$ cat src/rtl/ioctl_word_loader_pkg.sv
// Shared types and helpers for the ioctl word loader: FSM states and byte-lane mapping.
package ioctl_loader_pkg;

  typedef enum logic [1:0] {
    IDLE,
    LOAD,
    DRAIN,
    DONE
  } ldr_state_t;

  // Wide enough for a lane index of an 8-byte word.
  localparam int LANE_W = 3;

  function automatic logic [LANE_W-1:0] lane_of(input logic [24:0] addr,
                                                input int         dw_bytes,
                                                input logic       big_endian);
    logic [LANE_W-1:0] lane;
    lane = addr[LANE_W-1:0] & LANE_W'(dw_bytes - 1);
    if (big_endian) lane = LANE_W'(dw_bytes - 1) - lane;
    return lane;
  endfunction

endpackage

$ cat src/rtl/ioctl_word_loader_if.sv
// Bundles the hps_io byte stream, the ROM-load word port and loader status.
interface ioctl_word_loader_if #(
  parameter int DW_BYTES = 2,
  parameter int AW       = 13
);
  logic                    ioctl_download;
  logic [7:0]              ioctl_index;
  logic                    ioctl_wr;
  logic [24:0]             ioctl_addr;
  logic [7:0]              ioctl_dout;
  logic                    ioctl_wait;
  logic [AW-1:0]           ld_addr;
  logic [8*DW_BYTES-1:0]   ld_din;
  logic                    ld_wr;
  logic                    ld_req;
  logic                    loaded;
  logic                    overflow;
  logic [AW:0]             word_count;

  modport master (
    output ioctl_download, ioctl_index, ioctl_wr, ioctl_addr, ioctl_dout, ld_req,
    input  ioctl_wait, ld_addr, ld_din, ld_wr, loaded, overflow, word_count
  );

  modport slave (
    input  ioctl_download, ioctl_index, ioctl_wr, ioctl_addr, ioctl_dout, ld_req,
    output ioctl_wait, ld_addr, ld_din, ld_wr, loaded, overflow, word_count
  );
endinterface

$ cat src/rtl/ioctl_word_loader_fifo.sv
// Synchronous word FIFO with a registered head; push is visible at the head one edge later.
// count/full/empty describe the state after the last edge; flush empties it in one cycle.
module loader_fifo #(
  parameter  int W     = 16,
  parameter  int DEPTH = 4,
  localparam int PW    = $clog2(DEPTH),
  localparam int CW    = PW + 1
) (
  input  logic          clk,
  input  logic          rst,
  input  logic          flush,
  input  logic          push,
  input  logic [W-1:0]  wdata,
  input  logic          pop,
  output logic [W-1:0]  head,
  output logic [CW-1:0] count,
  output logic          full,
  output logic          empty
);
  logic [W-1:0]  mem_q [DEPTH];
  logic [PW-1:0] wr_q, rd_q, rd_nxt;
  logic [CW-1:0] cnt_q;
  logic [W-1:0]  head_q;

  assign rd_nxt = rd_q + PW'(1);

  always_ff @(posedge clk) begin
    if (push) mem_q[wr_q] <= wdata;
  end

  always_ff @(posedge clk) begin
    if (rst || flush) begin
      wr_q   <= '0;
      rd_q   <= '0;
      cnt_q  <= '0;
      head_q <= '0;
    end else begin
      if (push) wr_q <= wr_q + PW'(1);
      if (pop)  rd_q <= rd_nxt;
      cnt_q <= cnt_q + CW'(push) - CW'(pop);
      // Head tracks the oldest entry: bypass the write when it becomes the only one.
      if (push && (cnt_q == '0 || (pop && cnt_q == CW'(1))))
        head_q <= wdata;
      else if (pop && cnt_q > CW'(1))
        head_q <= mem_q[rd_nxt];
    end
  end

  assign head  = head_q;
  assign count = cnt_q;
  assign full  = (cnt_q == CW'(DEPTH));
  assign empty = (cnt_q == '0);

  a_no_push_when_full: assert property (@(posedge clk) disable iff (rst) !(push && full));

endmodule

$ cat src/rtl/ioctl_word_loader.sv
// Assembles the hps_io ioctl byte stream into DW_BYTES-wide words for a ROM-load port.
// Last-lane byte at cycle N -> ld_wr at N+1; ioctl_wait holds hps_io off near FIFO full.
module ioctl_word_loader
  import ioctl_loader_pkg::*;
#(
  parameter int DW_BYTES   = 2,
  parameter int AW         = 13,
  parameter int MAX_WORDS  = 8192,
  parameter int FIFO_DEPTH = 4,
  parameter int INDEX      = 0,
  parameter int BIG_ENDIAN = 0
) (
  input logic                clk_sys,
  input logic                reset,
  ioctl_word_loader_if.slave bus
);
  localparam int DW = 8 * DW_BYTES;
  localparam int CW = $clog2(FIFO_DEPTH) + 1;

  ldr_state_t          state_q;
  logic                dl_q;
  logic [DW-1:0]       asm_q, asm_d;
  logic [DW_BYTES-1:0] lvld_q, lvld_d;
  logic [AW:0]         push_cnt_q, word_count_q;
  logic [AW-1:0]       ld_addr_q;
  logic                overflow_q, loaded_q, wait_q;

  logic                idx_hit, start, fall, byte_hit, last_lane, under_limit;
  logic [LANE_W-1:0]   lane;
  logic [DW-1:0]       merged;
  logic                push_req, push, pop;
  logic [DW-1:0]       fifo_head;
  logic [CW-1:0]       fifo_cnt, cnt_next;
  logic                fifo_full, fifo_empty;

  assign idx_hit     = (bus.ioctl_index == 8'(INDEX));
  assign start       = bus.ioctl_download & ~dl_q & idx_hit & (state_q == IDLE || state_q == DONE);
  assign fall        = ~bus.ioctl_download & dl_q;
  assign byte_hit    = (state_q == LOAD) & bus.ioctl_wr & idx_hit;
  assign lane        = lane_of(bus.ioctl_addr, DW_BYTES, BIG_ENDIAN != 0);
  // Word completion is decided on the address order, independent of byte order.
  assign last_lane   = (lane_of(bus.ioctl_addr, DW_BYTES, 1'b0) == LANE_W'(DW_BYTES - 1));
  assign under_limit = (push_cnt_q < (AW+1)'(MAX_WORDS));
  assign pop         = ~fifo_empty & bus.ld_req;
  assign push        = push_req & under_limit;

  always_comb begin
    merged   = asm_q;
    lvld_d   = lvld_q;
    push_req = 1'b0;
    for (int i = 0; i < DW_BYTES; i++) begin
      if (byte_hit && lane == LANE_W'(i)) begin
        merged[8*i +: 8] = bus.ioctl_dout;
        lvld_d[i]        = 1'b1;
      end
    end
    if (byte_hit && last_lane)
      push_req = 1'b1;
    else if (state_q == DRAIN && lvld_q != '0 && !fifo_full)
      push_req = 1'b1;
    asm_d = merged;
    if (push_req || start) begin
      asm_d  = '0;
      lvld_d = '0;
    end
  end

  always_comb begin
    cnt_next = fifo_cnt + CW'(push) - CW'(pop);
    if (start) cnt_next = '0;
  end

  loader_fifo #(
    .W     (DW),
    .DEPTH (FIFO_DEPTH)
  ) u_fifo (
    .clk   (clk_sys),
    .rst   (reset),
    .flush (start),
    .push  (push),
    .wdata (merged),
    .pop   (pop),
    .head  (fifo_head),
    .count (fifo_cnt),
    .full  (fifo_full),
    .empty (fifo_empty)
  );

  always_ff @(posedge clk_sys) begin
    if (reset) begin
      state_q      <= IDLE;
      dl_q         <= 1'b0;
      asm_q        <= '0;
      lvld_q       <= '0;
      push_cnt_q   <= '0;
      word_count_q <= '0;
      ld_addr_q    <= '0;
      overflow_q   <= 1'b0;
      loaded_q     <= 1'b0;
      wait_q       <= 1'b0;
    end else begin
      dl_q   <= bus.ioctl_download;
      asm_q  <= asm_d;
      lvld_q <= lvld_d;
      // Registered from next occupancy so hps_io sees it with the word that filled the slot.
      wait_q <= idx_hit && (cnt_next >= CW'(FIFO_DEPTH - 1));
      if (start) begin
        state_q      <= LOAD;
        push_cnt_q   <= '0;
        word_count_q <= '0;
        ld_addr_q    <= '0;
        overflow_q   <= 1'b0;
        loaded_q     <= 1'b0;
      end else begin
        if (push)                 push_cnt_q <= push_cnt_q + (AW+1)'(1);
        if (push_req && !push)    overflow_q <= 1'b1;
        if (pop) begin
          ld_addr_q    <= ld_addr_q + AW'(1);
          word_count_q <= word_count_q + (AW+1)'(1);
        end
        case (state_q)
          LOAD:    if (fall) state_q <= DRAIN;
          DRAIN:   if (fifo_empty && lvld_q == '0) begin
                     state_q  <= DONE;
                     loaded_q <= 1'b1;
                   end
          default: ;
        endcase
      end
    end
  end

  assign bus.ioctl_wait = wait_q;
  assign bus.ld_addr    = ld_addr_q;
  assign bus.ld_din     = fifo_head;
  assign bus.ld_wr      = ~fifo_empty;
  assign bus.loaded     = loaded_q;
  assign bus.overflow   = overflow_q;
  assign bus.word_count = word_count_q;

endmodule

$ cat src/flat_wrapper.sv
// flat-port wrapper written by rule: the top's interface ports become plain ports
module ioctl_word_loader_flat import ioctl_loader_pkg::*;
#(
  parameter int DW_BYTES   = 2,
  parameter int AW         = 13,
  parameter int MAX_WORDS  = 8192,
  parameter int FIFO_DEPTH = 4,
  parameter int INDEX      = 0,
  parameter int BIG_ENDIAN = 0
)
  (clk_sys, reset, bus_ioctl_download, bus_ioctl_index, bus_ioctl_wr, bus_ioctl_addr, bus_ioctl_dout, bus_ld_req, bus_ioctl_wait, bus_ld_addr, bus_ld_din, bus_ld_wr, bus_loaded, bus_overflow, bus_word_count);
  ioctl_word_loader_if #(.DW_BYTES(DW_BYTES), .AW(AW)) bus_i ();
  input logic clk_sys;
  input logic reset;
  input wire logic [$bits(bus_i.ioctl_download)-1:0] bus_ioctl_download;
  input wire logic [$bits(bus_i.ioctl_index)-1:0] bus_ioctl_index;
  input wire logic [$bits(bus_i.ioctl_wr)-1:0] bus_ioctl_wr;
  input wire logic [$bits(bus_i.ioctl_addr)-1:0] bus_ioctl_addr;
  input wire logic [$bits(bus_i.ioctl_dout)-1:0] bus_ioctl_dout;
  input wire logic [$bits(bus_i.ld_req)-1:0] bus_ld_req;
  output wire logic [$bits(bus_i.ioctl_wait)-1:0] bus_ioctl_wait;
  output wire logic [$bits(bus_i.ld_addr)-1:0] bus_ld_addr;
  output wire logic [$bits(bus_i.ld_din)-1:0] bus_ld_din;
  output wire logic [$bits(bus_i.ld_wr)-1:0] bus_ld_wr;
  output wire logic [$bits(bus_i.loaded)-1:0] bus_loaded;
  output wire logic [$bits(bus_i.overflow)-1:0] bus_overflow;
  output wire logic [$bits(bus_i.word_count)-1:0] bus_word_count;
  assign bus_i.ioctl_download = bus_ioctl_download;
  assign bus_i.ioctl_index = bus_ioctl_index;
  assign bus_i.ioctl_wr = bus_ioctl_wr;
  assign bus_i.ioctl_addr = bus_ioctl_addr;
  assign bus_i.ioctl_dout = bus_ioctl_dout;
  assign bus_i.ld_req = bus_ld_req;
  assign bus_ioctl_wait = bus_i.ioctl_wait;
  assign bus_ld_addr = bus_i.ld_addr;
  assign bus_ld_din = bus_i.ld_din;
  assign bus_ld_wr = bus_i.ld_wr;
  assign bus_loaded = bus_i.loaded;
  assign bus_overflow = bus_i.overflow;
  assign bus_word_count = bus_i.word_count;
  ioctl_word_loader #(.DW_BYTES(DW_BYTES), .AW(AW), .MAX_WORDS(MAX_WORDS), .FIFO_DEPTH(FIFO_DEPTH), .INDEX(INDEX), .BIG_ENDIAN(BIG_ENDIAN)) u_core (.clk_sys(clk_sys), .reset(reset), .bus(bus_i));
endmodule
$ cat config.mk
export PLATFORM = sky130hd
export DESIGN_NAME = ioctl_word_loader_flat
export DESIGN_NICKNAME = d
export VERILOG_FILES = /design/src/rtl/ioctl_word_loader_pkg.sv /design/src/rtl/ioctl_word_loader_if.sv /design/src/rtl/ioctl_word_loader_fifo.sv /design/src/rtl/ioctl_word_loader.sv /design/src/flat_wrapper.sv
export SDC_FILE = /design/constraint.sdc
export NUM_CORES = 1
export LEC_CHECK = 0
export CAP_MARGIN = 15
export CORE_AREA = 4 4 117 119
export CTS_BUF_LIST = sky130_fd_sc_hd__clkbuf_4 sky130_fd_sc_hd__clkbuf_8
export CTS_CLUSTER_SIZE = 25
export DETAILED_ROUTE_END_ITERATION = 6
export DIE_AREA = 0 0 121 123
export PLACE_DENSITY = 0.9
export SLEW_MARGIN = 25
export SYNTH_ARGS = -nofsm -noshare
export SYNTH_HDL_FRONTEND = slang
export SYNTH_HIERARCHICAL = 1
export SYNTH_SLANG_ARGS = --single-unit
$ cat constraint.sdc
create_clock -name clk_sys -period 4.5 [get_ports clk_sys]
set_input_delay 0.9 -clock clk_sys [delete_from_list [all_inputs] [get_ports clk_sys]]
set_output_delay 0.9 -clock clk_sys [all_outputs]
set_load 0.01 [all_outputs]
==> flow_metrics.py <==
metrics = {
    "outcome": {
        "outcome": "finished clean",
    },
    "timing": {
        "timing.hold.ws_ns": 0.4682,
        "totalNegativeSetupSlack_ns": 0,
        "max_slew.worst_pin.slew_ns": 0.9496,
        "final.period_utilization_pct": 86.17,
        "setup_viol": 0,
        "maxClockFrequency_ghz": 0.2579,
        "clock_skew_ns": 0.009859,
        "post-route-min-period_ns": 3.877,
        "finalMaxSlewViolations": 0,
        "timing_hold_violations_final": 0,
        "slew-limit-headroom_pct": 36.69,
        "grt_setup_unrepaired": "no",
        "post-route-worst-setup-slack_ns": 0.6225,
    },
    "critical_path": {
        "timing.critical_path.arrival_ns": 4.21,
        "start_kind": "input port",
        "timing.critical_path.to_type": "register",
        "r2r_end": "u_core/u_fifo/head[3]",
        "critical_path.n_buffers_inverters": 1,
        "worstSetupPathDepth": 7,
        "timing.critical_path.max_delay_family": "simple AND/OR/NAND/NOR gates",
        "max_stage_delay_ns": 0.66,
        "worstSetupStartpoint": "bus_ioctl_index[5]",
        "criticalPathCategory": "input port to register",
        "r2r_cells": 7,
        "worstReg2RegStart": "u_core/u_fifo/count[1]",
        "critPathSlowestCell": "sky130_fd_sc_hd__or3b_1",
        "cp.required_ns": 4.84,
        "cell_by_cell_listing_of_the_critical_path": "clkdlybuf4s50_1 -> nor4_2 -> nand4_1 -> a21oi_1 -> or3b_1 -> or2_1 -> a311oi_1",
        "ff2ff_setup_slack_ns": 1.19,
        "crit_path_max_fanout": 17,
        "worstSetupEndpoint": "u_core/u_fifo/head[3]",
    },
    "synthesis": {
        "commonest_cells_in_the_synthesized_netlist": "sky130_fd_sc_hd__dfxtp_1 (88), sky130_fd_sc_hd__edfxtp_1 (64), sky130_fd_sc_hd__nand2_1 (52)",
        "post_synth_design_cell_area_um2": 6808,
        "synth.area.top_cells": "sky130_fd_sc_hd__edfxtp_1 (28%), sky130_fd_sc_hd__dfxtp_1 (26%), sky130_fd_sc_hd__mux4_2 (5.3%)",
        "yosysSeqAreaShare_pct": 54.11,
        "synthesis.nets": 647,
        "synth_warnings": 6,
        "netlist-cell-type-count": 60,
        "count_of_flip_flops_with_a_built_in_enable_after_synthesis": 64,
        "post_syn_area_per_cell_um2": 11.66,
        "yosys_register_bits": 152,
        "synthDominantCellAreaShare_pct": 28.23,
        "synthDominantAreaCellType": "sky130_fd_sc_hd__edfxtp_1",
        "synthesis.instances": 584,
        "async_reset_ff_share_pct": 0,
        "most_frequent_cell_after_synthesis": "sky130_fd_sc_hd__dfxtp_1",
        "ys_dominant_reg_cell": "sky130_fd_sc_hd__dfxtp_1",
    },
    "clock_tree": {
        "clkSinkCount": 152,
        "clkTransAtPathRegs_ns": 0.07,
        "cts-hold-fix-buffers": 0,
        "clock_insertion_delay_worst_skew_ns": 0.45,
        "postCtsResizedCells": 0,
        "clock_buffer_count_from_cts": 17,
        "cts_max_path_buffers": 2,
        "clk_root_buffer_cell": "sky130_fd_sc_hd__clkbuf_8",
        "tritoncts": "done",
        "htree_num_levels": 4,
        "post_cts.repair.setup_buffers": 0,
    },
    "power_and_ir_drop": {
        "ir_worst_vdd_mv": 0.2478,
        "cellPowerDensity_nw_per_um2": 437.8,
        "total_leakage_power_nw": 2.867,
        "finalPower_w": 0.003504,
    },
    "place": {
        "place.gp.congestion": 0.8210,
        "hpwl_um": 10920,
        "numPortBuffers": 68,
        "post_place_worst_slack_ns": 0.3781,
    },
    "layout": {
        "antennaDiodeCount": 0,
        "flow.area_growth_from_synthesis_pct": 17.55,
        "post-route-util_pct": 63.67,
        "nNetsFinal": 703,
        "final_layout_size_suffix_gt1_share_pct": 13.17,
    },
    "route": {
        "top_layer": "met4",
        "drtPass1Iterations": 6,
        "wl_met3_um": 1293,
        "drt_first_iter_violations": 550,
        "wl_per_cell_um": 19.53,
        "route.detailed.drc": 0,
        "detail-route-antenna-nets": 0,
        "routed_wl_um": 16110,
        "wirelength_met1_um": 6070,
        "routed_via_density": 6.085,
        "detailed_routed_wire_length_on_met2_um": 8350,
        "num_vias": 5020,
    },
    "min_path": {
        "hold_class": "register to register",
    },
    "global_routing": {
        "grt_first_pass_wirelength_um": 25880,
        "gr-total-overflow": 0,
        "grt_antenna_before_repair": 0,
        "global_route.usage.total_pct": 22.21,
        "grt_pass1_vias": 5159,
        "grt_max_degree": 37,
    },
    "die": {
        "core-area_um2": 12570,
        "chipHeight_um": 123,
        "start_util_pct": 54.17,
        "floorplan.die_area_um2": 14880,
        "die_span_in_x_um": 121,
        "num_rows": 41,
        "top_level_ports": 93,
    },
    "flow_run": {
        "maxCapViolCount": 0,
    },
}
## cell type report
type	instances	area, µm²
fill	905	4566
clock buffer	21	264.0
multi-input combinational	373	2874
timing repair buffer	74	725.7
tap	172	215.2
clock inverter	11	156.4
sequential	152	3685
inverter	22	82.58
## sequential cells by signal, summed over array words and instances (netlist names)
signal                 count
u_core/bus.ld_addr        13
u_core/dl_q                1
u_core/u_fifo/rd_q         2
u_core/bus.ioctl_wait      1
u_core/bus.word_count     14
u_core/bus.overflow        1
u_core/bus.loaded          1
u_core/u_fifo/mem_q       64
u_core/u_fifo/count        3
u_core/asm_q              16
u_core/u_fifo/wr_q         2
u_core/lvld_q              2
u_core/push_cnt_q         14
u_core/state_q             2
u_core/u_fifo/head        16
## report_power, final
group	internal [W]	switching, W
clock network	0.000622	0.000482
logic	0.000326	0.000465
registers	0.00150	0.000114
## kinds of logic after synthesis
kind of cell | share of synthesized area [%]
flops | 54.11
buf+inv | 3.896
mux | 8.234
compound gates | 9.098
xor+xnor | 3.602
fa+ha+maj | 3.345
simple gates | 17.72
## per-stage QoR
step	cell area [µm²]	cells
after floorplan	6808	584
after global placement	7569	793
after detailed placement	7576	793
after CTS	7996	825
after global routing	8003	825
final	8003	825
## how the worst min path moves through the flow
stage	startpoint	to	slack (ns)	cells past startpoint
global placement	u_core/asm_q[11]	u_core/asm_q[11]	0.44	1
CTS	u_core/asm_q[14]	u_core/asm_q[14]	0.47	1
global route	u_core/push_cnt_q[12]	u_core/push_cnt_q[12]	0.48	2
detailed placement	u_core/asm_q[13]	u_core/asm_q[13]	0.45	1
floorplan	u_core/asm_q[10]	u_core/asm_q[10]	0.43	1
finish	u_core/asm_q[13]	u_core/asm_q[13]	0.47	1
## per-layer routing
metal,track usage (%),up-vias
li1,-,2274
met1,26.04,2447
met2,37.79,259
met3,6.633,40
met4,10.13,0
met5,0,-
## placed cells by master, fill, tap and decap left out, types with 3 or more instances in the layout
| cell | n |
|---|---|
| sky130_fd_sc_hd__a2111o_1 | 5 |
| sky130_fd_sc_hd__a2111oi_0 | 4 |
| sky130_fd_sc_hd__a21oi_1 | 13 |
| sky130_fd_sc_hd__a311oi_1 | 6 |
| sky130_fd_sc_hd__a311oi_2 | 10 |
| sky130_fd_sc_hd__and2_1 | 23 |
| sky130_fd_sc_hd__and4_1 | 6 |
| sky130_fd_sc_hd__buf_4 | 6 |
| sky130_fd_sc_hd__bufinv_16 | 4 |
| sky130_fd_sc_hd__clkbuf_4 | 4 |
| sky130_fd_sc_hd__clkbuf_8 | 17 |
| sky130_fd_sc_hd__clkdlybuf4s50_1 | 68 |
| sky130_fd_sc_hd__clkinv_2 | 4 |
| sky130_fd_sc_hd__dfxtp_1 | 87 |
| sky130_fd_sc_hd__edfxtp_1 | 64 |
| sky130_fd_sc_hd__ha_1 | 15 |
| sky130_fd_sc_hd__inv_1 | 22 |
| sky130_fd_sc_hd__mux2_2 | 8 |
| sky130_fd_sc_hd__mux2i_1 | 11 |
| sky130_fd_sc_hd__mux4_2 | 16 |
| sky130_fd_sc_hd__nand2_1 | 52 |
| sky130_fd_sc_hd__nand2b_1 | 8 |
| sky130_fd_sc_hd__nand3_1 | 9 |
| sky130_fd_sc_hd__nand4_1 | 27 |
| sky130_fd_sc_hd__nor2_1 | 34 |
| sky130_fd_sc_hd__nor3_1 | 25 |
| sky130_fd_sc_hd__nor4_1 | 4 |
| sky130_fd_sc_hd__o21a_1 | 4 |
| sky130_fd_sc_hd__o21ai_0 | 5 |
| sky130_fd_sc_hd__o21ai_1 | 3 |
| sky130_fd_sc_hd__o31ai_1 | 16 |
| sky130_fd_sc_hd__or3_1 | 3 |
| sky130_fd_sc_hd__xnor2_1 | 14 |
| sky130_fd_sc_hd__xor2_1 | 14 |
(Power assumes the default switching activity.)
